--- src/rtl/yuv_pkg.sv ---
// Shared BT.601 constants, FSM state type and clamp helper for the RGB to YUV 4:2:2 stream.
package yuv_pkg;

    localparam int Y_R  = 66;
    localparam int Y_G  = 129;
    localparam int Y_B  = 25;
    localparam int CB_R = -38;
    localparam int CB_G = -74;
    localparam int CB_B = 112;
    localparam int CR_R = 112;
    localparam int CR_G = -94;
    localparam int CR_B = -18;

    localparam int ROUND_ADD = 128;
    localparam int Y_OFFSET  = 16;
    localparam int C_OFFSET  = 128;

    typedef enum logic [1:0] {
        S_EVEN,
        S_ODD,
        S_OUT0,
        S_OUT1
    } state_t;

    // Saturates a signed intermediate into the unsigned range of a dw-bit component.
    function automatic logic [31:0] clamp_unsigned(input logic signed [63:0] value, input int dw);
        logic signed [63:0] max_val;
        max_val = (64'sd1 <<< dw) - 64'sd1;
        if (value < 64'sd0) begin
            return 32'd0;
        end else if (value > max_val) begin
            return max_val[31:0];
        end
        return value[31:0];
    endfunction

endpackage

--- src/rtl/rgb_to_ycbcr_px.sv ---
// Combinational BT.601 converter for one pixel, with floor shift and saturation to DW bits.
module rgb_to_ycbcr_px #(
    parameter int DW = 8
) (
    input  logic [DW-1:0] r,
    input  logic [DW-1:0] g,
    input  logic [DW-1:0] b,
    output logic [DW-1:0] y,
    output logic [DW-1:0] cb,
    output logic [DW-1:0] cr
);
    import yuv_pkg::*;

    localparam int W = 2 * DW + 2;
    localparam int K = DW - 8;

    function automatic logic signed [W-1:0] cw(input int v);
        return W'(v);
    endfunction

    logic signed [W-1:0] rs, gs, bs;
    logic signed [W-1:0] y_acc, cb_acc, cr_acc;

    // Offsets scale with the extra component bits so white/black levels track DW.
    always_comb begin
        rs = W'($signed({1'b0, r}));
        gs = W'($signed({1'b0, g}));
        bs = W'($signed({1'b0, b}));

        y_acc  = ((cw(Y_R) * rs + cw(Y_G) * gs + cw(Y_B) * bs + cw(ROUND_ADD)) >>> 8)
                 + cw(Y_OFFSET << K);
        cb_acc = ((cw(CB_R) * rs + cw(CB_G) * gs + cw(CB_B) * bs + cw(ROUND_ADD)) >>> 8)
                 + cw(C_OFFSET << K);
        cr_acc = ((cw(CR_R) * rs + cw(CR_G) * gs + cw(CR_B) * bs + cw(ROUND_ADD)) >>> 8)
                 + cw(C_OFFSET << K);

        y  = DW'(clamp_unsigned(64'(y_acc), DW));
        cb = DW'(clamp_unsigned(64'(cb_acc), DW));
        cr = DW'(clamp_unsigned(64'(cr_acc), DW));
    end

endmodule

--- src/rtl/rgb_to_yuv422_stream.sv ---
// Streaming RGB to YCbCr 4:2:2: pairs even/odd pixels per line, emits (Cb,Y0) then (Cr,Y1).
module rgb_to_yuv422_stream #(
    parameter int DW         = 8,
    parameter int CHROMA_AVG = 1,
    parameter int AVG_ROUND  = 1
) (
    input  logic          clk,
    input  logic          rst,
    input  logic          s_valid,
    output logic          s_ready,
    input  logic [DW-1:0] s_r,
    input  logic [DW-1:0] s_g,
    input  logic [DW-1:0] s_b,
    input  logic          s_eol,
    output logic          m_valid,
    input  logic          m_ready,
    output logic [DW-1:0] m_y,
    output logic [DW-1:0] m_c,
    output logic          m_c_is_v,
    output logic          m_eol
);
    import yuv_pkg::*;

    localparam logic [DW:0] RND = {{DW{1'b0}}, (AVG_ROUND != 0)};

    state_t        state, next_state;
    logic [DW-1:0] px_y, px_cb, px_cr;
    logic [DW-1:0] y0, cb0, cr0, y1, cb1, cr1;
    logic          eol_q;
    logic [DW:0]   cb_sum, cr_sum;
    logic [DW-1:0] cb_pair, cr_pair;
    logic          take_even, take_odd;

    rgb_to_ycbcr_px #(.DW(DW)) u_px (
        .r  (s_r),
        .g  (s_g),
        .b  (s_b),
        .y  (px_y),
        .cb (px_cb),
        .cr (px_cr)
    );

    always_comb begin
        cb_sum  = {1'b0, cb0} + {1'b0, cb1} + RND;
        cr_sum  = {1'b0, cr0} + {1'b0, cr1} + RND;
        cb_pair = (CHROMA_AVG != 0) ? DW'(cb_sum >> 1) : cb0;
        cr_pair = (CHROMA_AVG != 0) ? DW'(cr_sum >> 1) : cr0;
    end

    // S_OUT1 doubles as an even-pixel accept slot so a pair costs three cycles.
    always_comb begin
        next_state = state;
        s_ready    = 1'b0;
        m_valid    = 1'b0;
        m_y        = '0;
        m_c        = '0;
        m_c_is_v   = 1'b0;
        m_eol      = 1'b0;
        case (state)
            S_EVEN: begin
                s_ready = 1'b1;
                if (s_valid) next_state = s_eol ? S_OUT0 : S_ODD;
            end
            S_ODD: begin
                s_ready = 1'b1;
                if (s_valid) next_state = S_OUT0;
            end
            S_OUT0: begin
                m_valid = 1'b1;
                m_y     = y0;
                m_c     = cb_pair;
                if (m_ready) next_state = S_OUT1;
            end
            S_OUT1: begin
                m_valid  = 1'b1;
                m_y      = y1;
                m_c      = cr_pair;
                m_c_is_v = 1'b1;
                m_eol    = eol_q;
                s_ready  = m_ready;
                if (m_ready) begin
                    if (s_valid) next_state = s_eol ? S_OUT0 : S_ODD;
                    else         next_state = S_EVEN;
                end
            end
            default: next_state = S_EVEN;
        endcase
        if (rst) begin
            s_ready  = 1'b0;
            m_valid  = 1'b0;
            m_y      = '0;
            m_c      = '0;
            m_c_is_v = 1'b0;
            m_eol    = 1'b0;
        end
        take_even = s_valid && s_ready && ((state == S_EVEN) || (state == S_OUT1));
        take_odd  = s_valid && s_ready && (state == S_ODD);
    end

    // An even pixel also fills the odd slot, so a line-ending single pixel pads itself.
    always_ff @(posedge clk) begin
        if (rst) begin
            state <= S_EVEN;
            y0    <= '0;
            cb0   <= '0;
            cr0   <= '0;
            y1    <= '0;
            cb1   <= '0;
            cr1   <= '0;
            eol_q <= 1'b0;
        end else begin
            state <= next_state;
            if (take_even) begin
                y0    <= px_y;
                cb0   <= px_cb;
                cr0   <= px_cr;
                y1    <= px_y;
                cb1   <= px_cb;
                cr1   <= px_cr;
                eol_q <= s_eol;
            end else if (take_odd) begin
                y1    <= px_y;
                cb1   <= px_cb;
                cr1   <= px_cr;
                eol_q <= s_eol;
            end
        end
    end

endmodule

--- config.mk ---
export PLATFORM = sky130hd
export DESIGN_NAME = rgb_to_yuv422_stream
export DESIGN_NICKNAME = d
export VERILOG_FILES = /design/src/rtl/yuv_pkg.sv /design/src/rtl/rgb_to_ycbcr_px.sv /design/src/rtl/rgb_to_yuv422_stream.sv
export SDC_FILE = /design/constraint.sdc
export NUM_CORES = 1
export LEC_CHECK = 0
export BUFFER_PORTS_ARGS = -buffer_cell sky130_fd_sc_hd__clkbuf_2
export CORE_MARGIN = 4
export CORE_UTILIZATION = 59
export CTS_CLUSTER_DIAMETER = 100
export DETAILED_ROUTE_END_ITERATION = 7
export GPL_ROUTABILITY_DRIVEN = 0
export PLACE_DENSITY = 0.89
export SLEW_MARGIN = 15
export SYNTH_ARGS = -nofsm -noshare
export SYNTH_HDL_FRONTEND = slang
export SYNTH_SLANG_ARGS = --single-unit
--- constraint.sdc ---
create_clock -name clk -period 7.7 [get_ports clk]
set_input_delay 1.54 -clock clk [delete_from_list [all_inputs] [get_ports clk]]
set_output_delay 1.54 -clock clk [all_outputs]
set_load 0.05 [all_outputs]
---- Yosys cells after proc, flatten, opt, wreduce, memory -nomap -nowiden ----
Index checks and enable logic that the tools add are counted.
operators by class
  add/subtract/negate cells ............... 16
  $mul .................................... 9
  magnitude comparators ................... 6
  eq/ne operators ......................... 7
  mux-type cells .......................... 42
  reductions and logical operators ........ 9
operators with widths
  cell                     number
  $mux W8                  17
  $add A18 B18 Y18         6
  $add A18 B9 Y18 const B  3
  $gt A11 B9 Y1 const B    3
  $lt A11 B1 Y1 const B    3
  $mul A7 B9 Y16 const A   2
  $pmux W8 S2              2
  $add A10 B9 Y11 const B  2
  $mul A3 B8 Y11 const A   2
  $add A8 B8 Y9            2
  $add A9 B1 Y9 const B    2
  $mul A8 B8 Y16 const A   1
  $mul A6 B9 Y15 const A   1
  $mux W1                  15
  $mul A5 B9 Y14 const A   1
  $mul A6 B8 Y14 const A   1
  $mul A5 B8 Y13 const A   1
  $mux W2                  6
  $add A10 B6 Y11 const B  1
  $ne A2 B2 Y1 const B     4
  $pmux W2 S4              1
  $eq A2 B2 Y1 const B     2
  $reduce_and A4 Y1        1
  $reduce_or A2 Y1         2
  6 further kinds          8
word-level totals
  register bits after elaboration ......... 51

---- Depth between registers and ports, before layout ----
  depth after elaboration ................. 11
  mapped depth ............................ 34
  mapped depth without buffers ............ 34

---- Modules after synthesis ----
From an unflattened synthesis, not the netlist that was laid out.
unflattened totals
  cell total of the unflattened synthesis .. 1360
  area total of the unflattened synthesis .. 12235.5 um^2
by module, submodules not included
  module                times used  cells each  area each (um^2)  seq. area each (um^2)
  rgb_to_ycbcr_px       1           1029        9474.1            0.0
  rgb_to_yuv422_stream  1           331         2761.4            1021.0

---- Worst setup path after synthesis ----
OpenSTA, ideal clock, no wires.
  path type ............................... input to register
  start point ............................. in s_g[4]
  end point ............................... reg cb0[7]
  data arrival time ....................... 7.997 ns
  path slack .............................. -0.415 ns
  stages on the path ...................... 31
  cell sequence ........................... inv_1 > ha_1 > fa_1 > inv_1 > fa_1 > inv_1 > fa_1 > inv_1 > ha_1 > a21o_1 > a21o_1 > a21o_1 > a21oi_1 > xor2_1 > fa_1 > inv_1 > ha_1 > ha_1 > a21o_1 > a21o_1 > a21o_1 > a41o_1 > a21oi_1 > xnor2_1 > inv_1 > ha_1 > nand3_1 > nor2_1 > and3_1 > a311o_1 > a32o_1
between the ends
  word-level cells in the longest chain between the ends .. 9
  elaborated cells between the ends (all ways) .. 11
  classes of those cells .................. 4 x add/sub; 1 x mul; 2 x order compare; 4 x mux
RTL lines
  item                             line                         RTL
  start: declaration               rgb_to_yuv422_stream.sv:12   input logic [DW-1:0] s_g,
  $mul A7 B9 Y16 *                 rgb_to_ycbcr_px.sv:32        cb_acc = ((cw(CB_R) * rs + cw(CB_G) * gs + cw(CB_B) * bs + cw(ROUND_ADD)) >>> 8)
  $add A18 B18 Y18 * (2 in a row)  rgb_to_ycbcr_px.sv:32
  $add A18 B9 Y18 *                rgb_to_ycbcr_px.sv:32
  $add A10 B9 Y11 *                rgb_to_ycbcr_px.sv:33        + cw(C_OFFSET << K);
  $gt A11 B9 Y1                    yuv_pkg.sv:31                end else if (value > max_val) begin
  $mux W1                          yuv_pkg.sv:31
  $mux W1                          yuv_pkg.sv:29                if (value < 64'sd0) begin
  $mux W8 *                        yuv_pkg.sv:34                return value[31:0];
  end signal: assignment           rgb_to_yuv422_stream.sv:115  cb0 <= px_cb;
  end: declaration                 rgb_to_yuv422_stream.sv:28   logic [DW-1:0] y0, cb0, cr0, y1, cb1, cr1;
Every way passes the cells marked *; elsewhere a longest branch is shown, timed or not.
A chain may end at the register's enable or synchronous reset.

---- Worst setup path after layout ----
  start point ............................. in s_g[5]
  end point ............................... reg cb0[7]
Same word-level chain as after synthesis.

==> reports/qor.txt <==
Outcome: complete, but fails checks
Failing checks: negative setup slack
Slew Limit Fails: 0
Die Span Y: 150 um
Area share of the largest cell type after synthesis: 0.323
Initial drt markers: 1040
Placed cell areas: 0.0138 mm^2
Via density: 6.58
Starting Density: 0.605
RR Startpoint: state[1]
Initial antenna violation count: 1
Routed wire length: 46600 um
RSZ-0062 raised after global routing: yes
Clk_lat worst skew: 0.30 ns
Filler cell count: 1001
Setup Viol. Count Final: 35
First-pass GRT wire length: 59100 um
Crit Path Category: in -> reg
Setup TNS: -11.09 ns
Std cell rows: 51
Setup crit start kind: input port
Top-count cell post-synth: ha_1
Diode count: 0
Fin crit share: 1.07
Reg2Reg Depth: 7
Max-cap violations: 0
Fin Clk Skew: 0.00883 ns
Hold path start: cb1[2]
Clock sink count: 51
EDFF count, synth: 0
Mapped cell area: 0.0118 mm^2
Syn nets: 1780
Crit-path max FO: 3
Worst Setup EP: cb0[7]
Synth cell types: 69
Worst r2r dst: y0[0]
Die area: 0.0224 mm^2
Hold_ws: 0.455 ns
Data required, critical path: 7.89 ns
CP most frequent cell: inv_1
Nets: 2029
Synth area leader: ha_1
Slack of the worst reg-to-reg path: 4.92 ns
Post-synthesis sequential area ratio: 0.0862
Worst-path clk slew: 0.07 ns
Non-filler cells in the finished layout: 1860
Worst setup EP type: flip-flop
Via Count: 12200
Core box area: 0.0196 mm^2
Vias in the first global route: 11900
Chip Width: 150 um
Wire length per cell: 25.1 um
H-tree level count: 2
DRC errors left: 0
GRT Total Usage: 0.333
Ys flop type: dfxtp_1
Max Fclk: 122 MHz
Hold-fix buffers, CTS: 0
Design area: 0.0155 mm^2
Top cells by area, synth: ha_1 32%, fa_1 17%, dfxtp_1 8.6%
Tightest Pin Transition: 1.08 ns
Final Critical Period: 8.22 ns
Ports: 49
GRT Residual Overflow: 0
Synth Register Bits: 51
Max transition margin: 0.280
Top post-synthesis cells by count: 306 x ha_1, 243 x inv_1, 100 x fa_1
Dpl cells: 1820
CTS tree: yes
Final hold vios: 0
Antenna viol nets, final: 0
Syn Area/Cell: 8.81 um^2
First-pass iteration count of the detailed router: 8
Largest net degree at the start of global routing: 35
CP Launch Point: s_g[5]
Ys async rst share: 0
IO buf count: 48
CTS Root Buffer Type: clkbuf_16
Max stage delay cell, worst path: fa_1
Hold WC Path Type: reg -> reg
Worst Path Arrival: 8.41 ns
Hpwl dp: 28800 um
Delay of the slowest critical-path stage: 0.56 ns
Share of layout cells above drive strength 1: 0.284
Setup ws final: -0.516 ns
Synth warnings: 0
Mapped Cells: 1345
Total CTS buffers: 5
Synth-to-layout area growth: 30.7%
Buffer depth of the longest clock path: 2
-- cell type report --
type	instances	area (um^2)	share of cell area
multi-input cells	1030	11000	0.714
inverters	245	950	0.0614
flip-flops and latches	51	1020	0.0660
repair buffers	261	1980	0.128
well taps	265	332	0.0214
clock inverters	3	23.8	0.00154
clock buffers	5	125	0.00808
-- through the flow --
stage               setup slack, ns  utilization
finish                       -0.516        0.790
global route                 -0.650        0.790
CTS                          -0.172        0.746
detailed placement           -0.657        0.706
global placement             -0.435        0.706
floorplan                  0.000735            -
-- per-layer routing --
| layer | up-vias | track usage | share of wire |
|---|---|---|---|
| met3 | 476 | 0.0369 | 0.10 |
| li1 | 5086 | - | - |
| met1 | 5679 | 0.368 | 0.31 |
| met5 | - | 0 | 0 |
| met2 | 998 | 0.599 | 0.46 |
| met4 | 0 | 0.222 | 0.12 |
-- flip-flops by register name, indices dropped and copies added, names as in the netlist --
signal and cells:
eol_q 1, cb0 8, y1 8, cb1 8
y0 8, cr0 8, state 2, cr1 8
-- logic make-up (layout without fill, tap and decap cells) --
logic type      Yosys count  count (layout)  synth area share
compound gates          285             285             0.163
xor+xnor                103             103            0.0773
buf+inv                 264             514            0.0838
flops                    51              51            0.0862
fa+ha+maj               406             406             0.492
mux                       3               3           0.00275
simple gates            233             233            0.0945
-- critical path: cells and delay by family --
| family | cells | cell delay, ns |
|---|---|---|
| AO/OA/AOI/OAI | 7 | 1.83 |
| XOR/XNOR | 2 | 0.33 |
| adder cells (fa/ha/maj) | 8 | 3.32 |
| buffers and inverters | 10 | 0.93 |
| AND/OR/NAND/NOR | 4 | 0.44 |
-- cell usage in the layout, fill, tap and decap left out, types with 6 or more instances in the layout --
master,count
nor2_1,72
inv_2,18
dfxtp_1,51
ha_2,6
o211ai_1,10
nor2b_1,11
nand3_1,16
buf_4,209
nor3_1,22
a211oi_1,8
xnor2_1,61
ha_1,251
o21bai_1,20
fa_1,96
nand2_1,47
ha_4,49
nand4_1,6
nand2b_1,11
a21oi_1,58
buf_6,6
inv_1,218
xor2_1,27
clkbuf_2,37
o21a_1,8
a21o_1,33
a21oi_2,19
xnor2_2,7
o21ai_2,11
inv_4,7
nor2_4,7
o21ai_0,16
o21ai_1,19
a221o_1,14
clkbuf_16,9
a22oi_1,11
-- worst min-delay path by stage --
stage,slack (ns),endpoint,depth (start not counted)
2_1_floorplan,0.43,eol_q,2
3_3_place_gp,0.44,cb1[6],2
3_5_place_dp,0.45,cb1[3],2
4_1_cts,0.45,cb1[3],2
5_1_grt,0.47,cb1[4],2
6_report,0.46,cb1[2],2
-- what timing repair did --
| item | 4_1_cts | 5_1_grt |
|---|---|---|
| endpoints found under the setup margin | 48 | 48 |
| pin swaps | 86 | 108 |
| setup buffers | 16 | 17 |
| resized for setup | 100 | 129 |
| endpoints found under the hold margin | 0 | 0 |
Power is not shown: default switching activity piles up to over one toggle a cycle in this logic, so the estimate is an artifact.
